===== config.mk =====
export PLATFORM = sky130hd
export DESIGN_NAME = memory_backend_flat
export DESIGN_NICKNAME = d
export VERILOG_FILES = /design/src/rtl/memory_backend_if.sv /design/src/rtl/memory_backend.sv /design/src/flat_wrapper.sv
export SDC_FILE = /design/constraint.sdc
export NUM_CORES = 1
export LEC_CHECK = 0
export CORE_MARGIN = 1.5
export CORE_UTILIZATION = 45
export DETAILED_ROUTE_END_ITERATION = 8
export PLACE_DENSITY = 0.82
export SLEW_MARGIN = 25
export SYNTH_ARGS = -nofsm -noshare
export SYNTH_HDL_FRONTEND = slang
export SYNTH_SLANG_ARGS = --single-unit

===== constraint.sdc =====
create_clock -name clock -period 3.5 [get_ports clock]
set_clock_uncertainty 0.1 [all_clocks]
set_input_delay 0.35 -clock clock [delete_from_list [all_inputs] [get_ports clock]]
set_output_delay 0.35 -clock clock [all_outputs]
set_load 0.02 [all_outputs]

===== src/rtl/memory_backend_if.sv =====
// Request/response handshake and data-RAM port bundle of memory_backend.
// The slave modport is the backend; the master modport is the core/RAM side.
interface memory_backend_if #(parameter int RAM_A_WIDTH = 12);
  logic                   reqValid;
  logic                   reqReady;
  logic                   reqIsStore;
  logic [2:0]             reqFunct3;
  logic [31:0]            reqAddress;
  logic [31:0]            reqStoreData;
  logic                   respValid;
  logic                   respError;
  logic [31:0]            respLoadData;
  logic [RAM_A_WIDTH-1:0] ramWriteAddress;
  logic [31:0]            ramDataIn;
  logic                   ramWriteEnable;
  logic [RAM_A_WIDTH-1:0] ramReadAddressA;
  logic [31:0]            ramDataOutA;

  modport master (
    output reqValid, reqIsStore, reqFunct3, reqAddress, reqStoreData, ramDataOutA,
    input  reqReady, respValid, respError, respLoadData,
           ramWriteAddress, ramDataIn, ramWriteEnable, ramReadAddressA
  );

  modport slave (
    input  reqValid, reqIsStore, reqFunct3, reqAddress, reqStoreData, ramDataOutA,
    output reqReady, respValid, respError, respLoadData,
           ramWriteAddress, ramDataIn, ramWriteEnable, ramReadAddressA
  );
endinterface


===== src/rtl/memory_backend.sv =====
// Byte-addressed load/store front end for a word-organised data RAM (RMW for sub-word stores).
// Optional JZJCOREF_MISALIGN_TRAP_EN turns misaligned half/word accesses into error responses.
module memory_backend #(
  parameter int RAM_A_WIDTH = 12
) (
  input logic            clock,
  input logic            reset,
  memory_backend_if.slave bus
);

  typedef enum logic [1:0] {
    IDLE  = 2'd0,
    LOAD  = 2'd1,
    MERGE = 2'd2,
    DONE  = 2'd3
  } state_t;

  state_t                 state_r;
  state_t                 next_state_s;
  logic [2:0]             funct3_r;
  logic [1:0]             lane_r;
  logic [RAM_A_WIDTH-1:0] index_r;
  logic [15:0]            store_data_r;
  logic                   resp_valid_r;
  logic                   resp_error_r;
  logic [31:0]            resp_load_data_r;

  logic                   accept_s;
  logic                   req_error_s;
  logic                   misalign_s;
  logic                   req_is_sw_s;
  logic [RAM_A_WIDTH-1:0] req_index_s;
  logic [31:0]            merged_s;
  logic [31-RAM_A_WIDTH-2:0] unused_addr_s;

  function automatic logic funct3_legal(input logic is_store, input logic [2:0] f3);
    logic ok;
    ok = 1'b0;
    if (is_store) begin
      case (f3)
        3'b000, 3'b001, 3'b010: ok = 1'b1;
        default:                ok = 1'b0;
      endcase
    end else begin
      case (f3)
        3'b000, 3'b001, 3'b010, 3'b100, 3'b101: ok = 1'b1;
        default:                                ok = 1'b0;
      endcase
    end
    return ok;
  endfunction

  function automatic logic [31:0] extract_load(input logic [31:0] word, input logic [2:0] f3,
                                               input logic [1:0] lane);
    logic [7:0]  b;
    logic [15:0] h;
    logic [31:0] r;
    b = word[{lane, 3'b000} +: 8];
    h = lane[1] ? word[31:16] : word[15:0];
    case (f3[1:0])
      2'b00:   r = f3[2] ? {24'd0, b} : {{24{b[7]}}, b};
      2'b01:   r = f3[2] ? {16'd0, h} : {{16{h[15]}}, h};
      default: r = word;
    endcase
    return r;
  endfunction

  function automatic logic [31:0] merge_store(input logic [31:0] word, input logic [15:0] data,
                                              input logic is_half, input logic [1:0] lane);
    logic [31:0] r;
    r = word;
    if (is_half) begin
      if (lane[1]) begin
        r[31:16] = data;
      end else begin
        r[15:0] = data;
      end
    end else begin
      r[{lane, 3'b000} +: 8] = data[7:0];
    end
    return r;
  endfunction

  assign req_index_s   = bus.reqAddress[RAM_A_WIDTH+1:2];
  assign unused_addr_s = bus.reqAddress[31:RAM_A_WIDTH+2];
  assign bus.reqReady  = (state_r == IDLE) && reset;
  assign accept_s      = bus.reqValid && bus.reqReady;
  assign req_is_sw_s   = bus.reqIsStore && (bus.reqFunct3 == 3'b010);

`ifdef JZJCOREF_MISALIGN_TRAP_EN
  assign misalign_s = ((bus.reqFunct3[1:0] == 2'b01) && bus.reqAddress[0]) ||
                      ((bus.reqFunct3[1:0] == 2'b10) && (bus.reqAddress[1:0] != 2'b00));
`else
  assign misalign_s = 1'b0;
`endif

  assign req_error_s = !funct3_legal(bus.reqIsStore, bus.reqFunct3) || misalign_s;
  assign merged_s    = merge_store(bus.ramDataOutA, store_data_r, funct3_r[0], lane_r);

  assign bus.respValid    = resp_valid_r;
  assign bus.respError    = resp_error_r;
  assign bus.respLoadData = resp_load_data_r;

  // Next-state decode and RAM port drive; write enable is gated by reset so an aborted RMW never writes.
  always_comb begin
    next_state_s        = state_r;
    bus.ramWriteEnable  = 1'b0;
    bus.ramWriteAddress = index_r;
    bus.ramDataIn       = merged_s;
    bus.ramReadAddressA = index_r;
    case (state_r)
      IDLE: begin
        bus.ramReadAddressA = req_index_s;
        if (!accept_s) begin
          next_state_s = IDLE;
        end else if (req_error_s) begin
          next_state_s = DONE;
        end else if (!bus.reqIsStore) begin
          next_state_s = LOAD;
        end else if (req_is_sw_s) begin
          bus.ramWriteEnable  = reset;
          bus.ramWriteAddress = req_index_s;
          bus.ramDataIn       = bus.reqStoreData;
          next_state_s        = DONE;
        end else begin
          next_state_s = MERGE;
        end
      end
      LOAD: begin
        next_state_s = IDLE;
      end
      MERGE: begin
        bus.ramWriteEnable = reset;
        next_state_s       = IDLE;
      end
      DONE: begin
        next_state_s = IDLE;
      end
      default: begin
        next_state_s = IDLE;
      end
    endcase
  end

  // State register.
  always_ff @(posedge clock or negedge reset) begin
    if (!reset) begin
      state_r <= IDLE;
    end else begin
      state_r <= next_state_s;
    end
  end

  // Request capture on acceptance.
  always_ff @(posedge clock or negedge reset) begin
    if (!reset) begin
      funct3_r     <= 3'd0;
      lane_r       <= 2'd0;
      index_r      <= '0;
      store_data_r <= 16'd0;
    end else if (accept_s) begin
      funct3_r     <= bus.reqFunct3;
      lane_r       <= bus.reqAddress[1:0];
      index_r      <= req_index_s;
      store_data_r <= bus.reqStoreData[15:0];
    end else begin
      funct3_r     <= funct3_r;
      lane_r       <= lane_r;
      index_r      <= index_r;
      store_data_r <= store_data_r;
    end
  end

  // Response registers; SW/error responses are set on entry to DONE so the pulse lands in cycle 1.
  always_ff @(posedge clock or negedge reset) begin
    if (!reset) begin
      resp_valid_r     <= 1'b0;
      resp_error_r     <= 1'b0;
      resp_load_data_r <= 32'd0;
    end else begin
      resp_valid_r <= 1'b0;
      resp_error_r <= 1'b0;
      case (state_r)
        IDLE: begin
          if (accept_s && (req_error_s || req_is_sw_s)) begin
            resp_valid_r <= 1'b1;
            resp_error_r <= req_error_s;
          end else begin
            resp_valid_r <= 1'b0;
          end
        end
        LOAD: begin
          resp_valid_r     <= 1'b1;
          resp_load_data_r <= extract_load(bus.ramDataOutA, funct3_r, lane_r);
        end
        MERGE: begin
          resp_valid_r <= 1'b1;
        end
        default: begin
          resp_valid_r <= 1'b0;
        end
      endcase
    end
  end

endmodule

===== src/flat_wrapper.sv =====
// flat-port wrapper written by rule: the top's interface ports become plain ports
module memory_backend_flat 
#(
  parameter int RAM_A_WIDTH = 12
)
  (clock, reset, bus_reqValid, bus_reqIsStore, bus_reqFunct3, bus_reqAddress, bus_reqStoreData, bus_ramDataOutA, bus_reqReady, bus_respValid, bus_respError, bus_respLoadData, bus_ramWriteAddress, bus_ramDataIn, bus_ramWriteEnable, bus_ramReadAddressA);
  memory_backend_if #(.RAM_A_WIDTH(RAM_A_WIDTH)) bus_i ();
  input logic clock;
  input logic reset;
  input wire logic [$bits(bus_i.reqValid)-1:0] bus_reqValid;
  input wire logic [$bits(bus_i.reqIsStore)-1:0] bus_reqIsStore;
  input wire logic [$bits(bus_i.reqFunct3)-1:0] bus_reqFunct3;
  input wire logic [$bits(bus_i.reqAddress)-1:0] bus_reqAddress;
  input wire logic [$bits(bus_i.reqStoreData)-1:0] bus_reqStoreData;
  input wire logic [$bits(bus_i.ramDataOutA)-1:0] bus_ramDataOutA;
  output wire logic [$bits(bus_i.reqReady)-1:0] bus_reqReady;
  output wire logic [$bits(bus_i.respValid)-1:0] bus_respValid;
  output wire logic [$bits(bus_i.respError)-1:0] bus_respError;
  output wire logic [$bits(bus_i.respLoadData)-1:0] bus_respLoadData;
  output wire logic [$bits(bus_i.ramWriteAddress)-1:0] bus_ramWriteAddress;
  output wire logic [$bits(bus_i.ramDataIn)-1:0] bus_ramDataIn;
  output wire logic [$bits(bus_i.ramWriteEnable)-1:0] bus_ramWriteEnable;
  output wire logic [$bits(bus_i.ramReadAddressA)-1:0] bus_ramReadAddressA;
  assign bus_i.reqValid = bus_reqValid;
  assign bus_i.reqIsStore = bus_reqIsStore;
  assign bus_i.reqFunct3 = bus_reqFunct3;
  assign bus_i.reqAddress = bus_reqAddress;
  assign bus_i.reqStoreData = bus_reqStoreData;
  assign bus_i.ramDataOutA = bus_ramDataOutA;
  assign bus_reqReady = bus_i.reqReady;
  assign bus_respValid = bus_i.respValid;
  assign bus_respError = bus_i.respError;
  assign bus_respLoadData = bus_i.respLoadData;
  assign bus_ramWriteAddress = bus_i.ramWriteAddress;
  assign bus_ramDataIn = bus_i.ramDataIn;
  assign bus_ramWriteEnable = bus_i.ramWriteEnable;
  assign bus_ramReadAddressA = bus_i.ramReadAddressA;
  memory_backend #(.RAM_A_WIDTH(RAM_A_WIDTH)) u_core (.clock(clock), .reset(reset), .bus(bus_i));
endmodule

## Yosys cells after proc, flatten, opt, wreduce, memory -nomap -nowiden

Cells that the tools add are included.
Widths: inputs -> output; s select.

| word-level totals | value |
|---|---|
| flip-flop bits (word level) | 69 |
| bits in latches | 0 |
| bits in writable memories | 0 |
| memory bits (read-only) | 0 |
| input port bits | 103 |
| output and inout bits | 92 |
| logic and storage cells | 69 |
| memories | 0 |

| operators by class | value |
|---|---|
| $add $sub $neg | 1 |
| multiply operators | 0 |
| div/mod/pow operators | 0 |
| order comparisons | 0 |
| equality and inequality tests | 8 |
| shifts and indexed selects | 3 |
| mux-type cells | 36 |
| bitwise logic cells | 0 |
| reductions and logical operators | 13 |

Operators by type and width:

| operator | number |
|---|---|
| $mux 32 | 8 |
| $mux 12 | 6 |
| $pmux 32 s2 | 1 |
| $mux 16 | 3 |
| $bwmux 32 | 1 |
| $shift 8x7->32 const A | 1 |
| $shiftx 32x6->8 | 1 |
| $shiftx 8x7->32 | 1 |
| $mux 1 | 11 |
| $neg 5->7 | 1 |
| $eq 3x3->1 const B | 2 |
| $mux 2 | 3 |
| $reduce_or 3->1 | 2 |
| $reduce_or 5->1 | 1 |
| $eq 2x1->1 const B | 2 |
| $eq 2x2->1 const B | 2 |
| $logic_and 1x1->1 | 4 |
| $logic_not 2->1 | 2 |
| $pmux 1 s2 | 2 |
| $pmux 2 s2 | 1 |
| $eq 3x1->1 const B | 1 |
| $eq 3x2->1 const B | 1 |
| $logic_not 3->1 | 1 |
| $reduce_or 2->1 | 1 |
| other kinds (2) | 2 |

## Logic depth before layout (Yosys ltp)

Gate-level depths: netlist of run 1.

| depth | value |
|---|---|
| word-level depth | 9 |
| mapped depth | 11 |
| mapped depth without buffers | 6 |

## Worst setup path before layout of run 1

Ideal clock, no wire load.

| timing path | value |
|---|---|
| path kind | register to output |
| from | register u_core.lane_r[1] |
| to | output bus_ramDataIn[4] |
| arrival time | 2.240 ns |
| path slack | 0.810 ns |
| stages on the path, launching flop included | 12 |
| path buffers | 5 |
| cell sequence | dfrtp_1 buf_2 buf_4 buf_2 inv_1 ha_1 clkbuf_1 nor4bb_1 buf_2 a221oi_1 a211oi_1 a21o_1 |

| on the way | value |
|---|---|
| cells in the longest elaborated chain, start to end | 9 |
| elaborated cells on any way between the ends | 11 |
| classes of those cells | add/sub (1); shift (2); mux (8) |

RTL lines:

| item | line | RTL |
|---|---|---|
| start, declared | memory_backend.sv:21 | `logic [1:0] lane_r;` |
| start signal, assigned | memory_backend.sv:163 | `lane_r <= bus.reqAddress[1:0];` |
| start signal, assigned | memory_backend.sv:168 | `lane_r <= lane_r;` |
| $neg 5->7 | memory_backend.sv:79 | `r[{lane, 3'b000} +: 8] = data[7:0];` |
| $shiftx 8x7->32 / $shift 8x7->32 (equally long branches) | memory_backend.sv:79 |  |
| $bwmux 32 | memory_backend.sv:79 |  |
| $mux 32 * | memory_backend.sv:72 | `if (is_half) begin` |
| $mux 32 | memory_backend.sv:120 | `end else if (req_is_sw_s) begin` |
| $mux 32 | memory_backend.sv:118 | `end else if (!bus.reqIsStore) begin` |
| $mux 32 | memory_backend.sv:116 | `end else if (req_error_s) begin` |
| $mux 32 | memory_backend.sv:114 | `if (!accept_s) begin` |
| $mux 32 * | memory_backend.sv:111 | `case (state_r)` |
| end, declared | flat_wrapper.sv:21 | `output wire logic [$bits(bus_i.ramDataIn)-1:0] bus_ramDataIn;` |

Every way passes the cells marked *; elsewhere a longest branch is shown, timed or not.

## Final worst setup path of run 1

| timing path | value |
|---|---|
| from | register u_core.lane_r[0] |
| to | output bus_ramDataIn[23] |

| on the way | value |
|---|---|
| cells in the longest elaborated chain, start to end | 9 |
| elaborated cells on any way between the ends | 10 |
| classes of those cells | add/sub (1); shift (2); mux (7) |

RTL lines:

| item | line |
|---|---|
| $neg 5->7 * | memory_backend.sv:79 |
| $shiftx 8x7->32 / $shift 8x7->32 (equally long branches) | memory_backend.sv:79 |
| $bwmux 32 * | memory_backend.sv:79 |
| $mux 32 * | memory_backend.sv:72 |
| $mux 32 | memory_backend.sv:120 |
| $mux 32 | memory_backend.sv:118 |
| $mux 32 | memory_backend.sv:116 |
| $mux 32 | memory_backend.sv:114 |
| $mux 32 * | memory_backend.sv:111 |

Marks and branches as above.

==> run_results.csv, run 1 <==
group,metric,value,unit
power_and_ir_drop,p_per_area,584,mW/mm²
floorplan,dieWidth,108,µm
critical_path,crit_arrival,2960,ps
sta,timing.hold.ws,431,ps
critical_path,end_kind,"primary output",
sta,setup_viol_count_final,0,
sta,drv_slew,0,
sta,timing.final.crit_share,97.4,%
critical_path,r2r_slack,810,ps
synth,synth_fp_nets,629,
placement,dp_hpwl,11800,µm
synth,avgSynthCellArea,9.65,µm²
detailed_routing,drc,0,
sta,finalCriticalPeriod,3410,ps
power_and_ir_drop,vdd_drop_max,351,µV
final_layout,drive_gt1_share,15.6,%
synth,synth_area,0.00499,mm²
hold_path,min_path_type,"reg -> reg",
critical_path,startpoint,"u_core.lane_r[0]$_DFFE_PN0P_",
synth,synth_edf_count,0,
cts,clk_path_buf_depth,2,
placement,io_buffers,176,
sta,grt_setup_unrepaired,"true",
sta,hold_viol,0,
floorplan,core,0.0108,mm²
global_routing,antenna_found_initial,0,
synth,async_flop_share,100,%
detailed_routing,wirelength,16200,µm
synth,synth_warnings,0,
final_layout,area_growth,41.4,%
global_routing,grt_max_degree,64,
hold_path,hp-start,"u_core.bus.respLoadData[3]$_DFFE_PN0N_",
synth,ys_types,39,
cts,clock_latency,350,ps
global_routing,grt.overflow.total,0,
detailed_routing,first_pass_iters,5,
detailed_routing,first_iter_violations,398,
final_layout,instances_no_fill,812,
global_routing,track_usage,28.0,%
detailed_routing,drtAntennaViolNets,0,
cts,htree_levels,3,
floorplan,die_area,0.0117,mm²
detailed_routing,wl_per_cell,20.0,µm
power_and_ir_drop,p_leak,2.89,nW
floorplan,die_h,108,µm
critical_path,cp-start-kind,"flop",
run,max_cap_viol_count,0,
cts,tritoncts,"done",
detailed_routing,routed_via_density,6.04,
final_layout,final_common_cell,"clkdlybuf4s50_1",
cts,cts.sinks,69,
critical_path,worstSetupPathType,"reg -> out",
critical_path,rr_startpoint,"u_core.lane_r[1]$_DFFE_PN0P_",
synth,synth_seq_area_share,34.6,%
final_layout,layout.nets,779,
critical_path,critPathMaxFanout,10,
cts,clkSlewWorstSetupHoldPaths,80,ps
cts,cts_root_buf,"clkbuf_8",
sta,tightestPinTransition,792,ps
final_layout,layout_common_cells,"clkdlybuf4s50_1, dfrtp_1, mux2_2",
sta,fmax,293,MHz
synth,synth_flop_cell,"dfrtp_1",
final_layout,num_antenna_cells,0,
floorplan,io_pins,195,
synth,synth-seq-cells,69,
hold_path,hold_path_depth,2,
cts,cts_setup_buffers,0,
cts,numCtsBuffers,9,
placement,place_congestion,0.842,
placement,place_inst,795,
critical_path,r2r-end,"u_core.bus.respLoadData[18]$_DFFE_PN0N_",
global_routing,grt_pass1_wl,25300,µm
final_layout,utilization,65.1,%
floorplan,rows,38,
global_routing,grt_pass1_vias,4808,
critical_path,r2r_cells,5,
hold_path,holdPathEnd,"u_core.bus.respLoadData[3]$_DFFE_PN0N_",
sta,relSlewSlack,47.2,%
floorplan,start_util,46.0,%
detailed_routing,dr_total_vias,4903,
critical_path,critical_path_required,3050,ps
synth,netlist_instances,517,
status,outcome,"complete, no violations",
power_and_ir_drop,fin_total_pwr,0.00412,W
## kinds of logic (layout without fill, tap and decap cells)
group / Yosys count / count (layout) / share of synthesized area (%)
flops: 69 / 69 / 34.6
fa+ha+maj: 9 / 9 / 2.26
simple gates: 104 / 104 / 12.1
buf+inv: 62 / 217 / 5.62
mux: 97 / 97 / 21.2
compound gates: 176 / 176 / 24.2
## registers in the layout (all words and copies together), names as in the netlist
register / flops
u_core.bus.respLoadData: 32
u_core.store_data_r: 16
u_core.index_r: 12
u_core.funct3_r: 3
u_core.lane_r: 2
u_core.state_r: 2
u_core.bus.respError: 1
u_core.bus.respValid: 1
## critical path: stages (launching register included)
cell	delay [ps]
dfrtp_1	520
inv_2	130
ha_4	230
nor3b_1	420
a221oi_1	140
a211oi_1	450
a21o_1	130
clkdlybuf4s50_1	600
## cells in the mapped netlist, types with 6 or more instances
cell | instances | area share [%]
nand2_1 | 25 | 1.9
buf_4 | 6 | 0.90
mux2_2 | 59 | 13
a311oi_1 | 7 | 1.2
dfrtp_1 | 69 | 35
nor3b_1 | 8 | 1.2
o21ai_0 | 28 | 2.8
mux2i_1 | 32 | 6.4
a211oi_1 | 32 | 4.8
buf_1 | 6 | 0.45
clkbuf_1 | 23 | 1.7
a221oi_1 | 32 | 5.6
nand2b_1 | 8 | 1.0
inv_1 | 11 | 0.83
a21oi_1 | 41 | 4.1
and2_1 | 8 | 1.0
buf_2 | 14 | 1.4
ha_1 | 9 | 2.3
nand3b_1 | 15 | 2.3
nor2_1 | 10 | 0.75
nand3_1 | 17 | 1.7
a21o_1 | 32 | 4.8
## how the worst max path moves through the flow
stage,end,slack (ps),depth (start not counted)
5_1_grt,bus_ramDataIn[31],-20,7
2_1_floorplan,bus_ramDataIn[4],810,11
6_report,bus_ramDataIn[23],90,7
3_3_place_gp,bus_ramDataIn[31],370,7
4_1_cts,bus_ramDataIn[5],10,8
3_5_place_dp,bus_ramDataIn[27],330,7
## power breakdown
group,internal (W),switching (W),total [W],leakage (nW)
logic,0.00111,0.00115,0.00226,1.99
registers,0.00101,0.000197,0.00121,0.809
clock network,0.000328,0.000325,0.000653,0.0923
## final cells by class
| type | count | area [µm²] |
|---|---|---|
| fillers | 878 | 3780 |
| clock inverters | 6 | 63.8 |
| clock buffers | 10 | 128 |
| inverters | 12 | 45.0 |
| flip-flops and latches | 69 | 1730 |
| repair buffers | 189 | 1870 |
| well taps | 140 | 175 |
| multi-input cells | 386 | 3050 |
## routing by layer
metal | vias to the layer above | GRT usage, % | share of wire [%]
li1 | 2252 | - | -
met1 | 2382 | 36.0 | 41
met2 | 245 | 45.5 | 47
met3 | 24 | 8.14 | 9.4
met4 | 0 | 8.36 | 2.0
met5 | - | 0 | 0
## what timing repair did
action                                 CTS  global route
gates resized for setup                  4             8
pin swaps                                0             1
endpoints found under the hold margin   18             0
hold buffers                             1             0
setup endpoints to repair                6            28
## through the flow
stage	setup WS (ps)	cell area, µm²	setup TNS, ps
after CTS	12.7	7020	0
after detailed placement	335	6800	0
after global placement	367	6800	0
final	92.1	7060	0
after global routing	-19.5	7060	-42.2
after floorplan	810	4990	0
Note: power is estimated with default switching activity, not from simulation.
==> run 2, diff against run 1 <==
Settings changed: ABC_AREA from default to 1, SETUP_SLACK_MARGIN from default to 0.05.
==> run 2 against run 1 <==
Synthesized area up 1.1%. Flip-flop and latch count unchanged. Wire length up 7.0%. Global-route usage up 1.2 points.
==> run_results.csv, run 2 <==
group,metric,value,unit
global_routing,top_usage_layer,"met2",
placement,postPlaceCellArea,0.00686,mm²
final_layout,final_common_cell,"nand2_1",
cts,numCtsBuffers,9,
detailed_routing,wirelength,17300,µm
floorplan,die_h,109,µm
critical_path,cp-start-kind,"flop",
final_layout,multi_input_area,0.00282,mm²
critical_path,r2r_slack,960,ps
sta,drv_slew,0,
cts,cts.sinks,69,
critical_path,critical_path_required,3050,ps
cts,cts_setup_buffers,0,
critical_path,critPathMaxFanout,14,
sta,grt_setup_unrepaired,"false",
synth,ys_types,28,
sta,fmax,306,MHz
power_and_ir_drop,p_per_area,550,mW/mm²
hold_path,min_path_type,"reg -> reg",
detailed_routing,first_iter_violations,645,
floorplan,rows,38,
sta,tightestPinTransition,982,ps
critical_path,endpoint,"bus_ramDataIn[3]",
power_and_ir_drop,p_leak,3.27,nW
detailed_routing,drtAntennaViolNets,0,
critical_path,crit_arrival,2820,ps
synth,synth-seq-cells,69,
sta,hold_viol,0,
placement,place_congestion,0.933,
detailed_routing,drc,0,
detailed_routing,dr_total_vias,5934,
floorplan,dieWidth,109,µm
synth,synth_flop_cell,"dfrtp_1",
critical_path,worstSetupPathType,"reg -> out",
synth,synth_warnings,0,
status,outcome,"complete, no violations",
global_routing,met2_usage,43.3,%
critical_path,end_kind,"primary output",
global_routing,grt_pass1_vias,5165,
synth,async_flop_share,100,%
sta,fin_tns_setup,0,ps
final_layout,layout.nets,1053,
cts,cts_root_buf,"clkbuf_8",
sta,setup_viol_count_final,0,
cts,tritoncts,"done",
synth,yosysMostFrequentCell,"nand2_1",
global_routing,grt_pass1_wl,26400,µm
final_layout,largest_register_ff_count,32,
detailed_routing,wl_per_cell,16.0,µm
cts,clk_path_buf_depth,2,
global_routing,track_usage,29.2,%
synth,synth.area.top_cells,"dfrtp_1, nand2_1, a21oi_1, o21ai_0, nor2_1",
synth,avgSynthCellArea,6.40,µm²
sta,timing.final.crit_share,93.5,%
final_layout,area_growth,41.2,%
cts,htree_levels,3,
sta,finalCriticalPeriod,3270,ps
synth,synth_edf_count,0,
critical_path,rr_startpoint,"u_core.funct3_r[0]$_DFFE_PN0P_",
global_routing,grtUsageMet3,6.16,%
final_layout,seq_area,0.00173,mm²
synth,synth_seq_area_share,34.2,%
sta,relSlewSlack,34.5,%
synth,synth_area,0.00504,mm²
detailed_routing,routed_via_density,5.46,
critical_path,r2r_cells,7,
final_layout,num_antenna_cells,0,
run,max_cap_viol_count,0,
global_routing,use_met1,40.7,%
synth,netlist_instances,788,
final_layout,final_cell_area,0.00712,mm²
cts,clock_latency,360,ps
synth,synth_fp_nets,900,
final_layout,nFillCells,999,
placement,io_buffers,176,
synth,synthTopCellsByCount,"nand2_1, nor2_1, a21oi_1",
final_layout,drive_gt1_share,6.77,%
critical_path,startpoint,"u_core.lane_r[1]$_DFFE_PN0P_",
power_and_ir_drop,vdd_drop_max,304,µV
global_routing,grt.overflow.total,0,
placement,dp_hpwl,12400,µm
final_layout,layout_common_cells,"nand2_1, clkdlybuf4s50_1, nor2_1",
global_routing,antenna_found_initial,0,
cts,clkSlewWorstSetupHoldPaths,80,ps
floorplan,core,0.0109,mm²
floorplan,io_pins,195,
detailed_routing,first_pass_iters,5,
critical_path,r2r-end,"u_core.bus.respLoadData[17]$_DFFE_PN0N_",
synth,synth_top_area_cell,"dfrtp_1",
floorplan,die_area,0.0119,mm²
global_routing,grt_max_degree,71,
floorplan,start_util,46.3,%
synth,synth_top_area_share,34.2,%
## run 2: cell count changes in the layout (fill, tap and decap cells not counted), moves of 32 or more
cell	previous run	this run
a21oi_1	41	110
mux2_2	59	0
nor2_1	10	115
inv_1	10	53
mux2i_1	32	0
nand2_1	25	200
a21o_1	32	0
a221oi_1	32	0
o21ai_0	28	88
## run 2: what timing repair did
| item | in CTS | in global routing |
|---|---|---|
| gates resized for setup | 0 | 1 |
| endpoints found under the hold margin | 0 | 24 |
| endpoints found under the setup margin | 0 | 1 |
| hold buffers | 0 | 1 |
## run 2: worst min-delay path by stage
stage | startpoint | to | slack [ps] | depth (start not counted)
floorplan | reset | u_core.bus.respError$_DFF_PN0_ | -50 | 0
global placement | u_core.bus.respLoadData[13]$_DFFE_PN0N_ | u_core.bus.respLoadData[13]$_DFFE_PN0N_ | 370 | 2
detailed placement | u_core.bus.respLoadData[12]$_DFFE_PN0N_ | u_core.bus.respLoadData[12]$_DFFE_PN0N_ | 370 | 2
CTS | reset | u_core.store_data_r[15]$_DFFE_PN0P_ | 190 | 2
global route | u_core.bus.respLoadData[14]$_DFFE_PN0N_ | u_core.bus.respLoadData[14]$_DFFE_PN0N_ | 410 | 2
finish | u_core.bus.respLoadData[9]$_DFFE_PN0N_ | u_core.bus.respLoadData[9]$_DFFE_PN0N_ | 390 | 2
## run 2: where the power goes
group	internal (W)	switching, W	leakage [nW]
combinational	0.000864	0.00115	2.32
sequential	0.000989	0.000157	0.835
clock	0.000405	0.000353	0.114
## run 2: worst max-delay path: stages, from the launching register on
cell and delay, ps:
dfrtp_1 410, inv_2 200, ha_1 300, nor2_1 400, nand4_1 130, o21ai_0 100, nand2_1 70, a21oi_1 210
clkdlybuf4s50_1 640
## run 2: cell families after synthesis
kind of cell	after synthesis	share of synthesized area (%)
buf+inv	115	9.82
simple gates	357	28.7
fa+ha+maj	9	2.23
compound gates	238	25.0
flops	69	34.2
## run 2: layout make-up
type	count	share of cell area (%)
Multi-Input combinational cell	604	39.7
Timing Repair Buffer	196	27.3
Sequential cell	69	24.3
Inverter	61	3.25
Tap cell	140	2.46
Clock buffer	9	1.74
Clock inverter	7	1.35
## run 2: per-stage QoR
stage	cells	util (%)	hold WS [ps]	total power (W)	worst slack (ps)
after global placement	1068	63.0	366	0.00311	588
after detailed placement	1068	63.0	372	0.00314	572
final	1086	65.4	390	0.00391	227
after floorplan	788	-	-45.6	0.00226	901
after global routing	1086	65.4	410	0.00415	55.3
after CTS	1084	65.0	191	0.00389	266
## run 2: per-layer routing
layer,part of all wire (%),up-vias
met5,0,-
met2,45,346
met4,3.8,0
met1,41,2640
li1,-,2891
met3,10,57
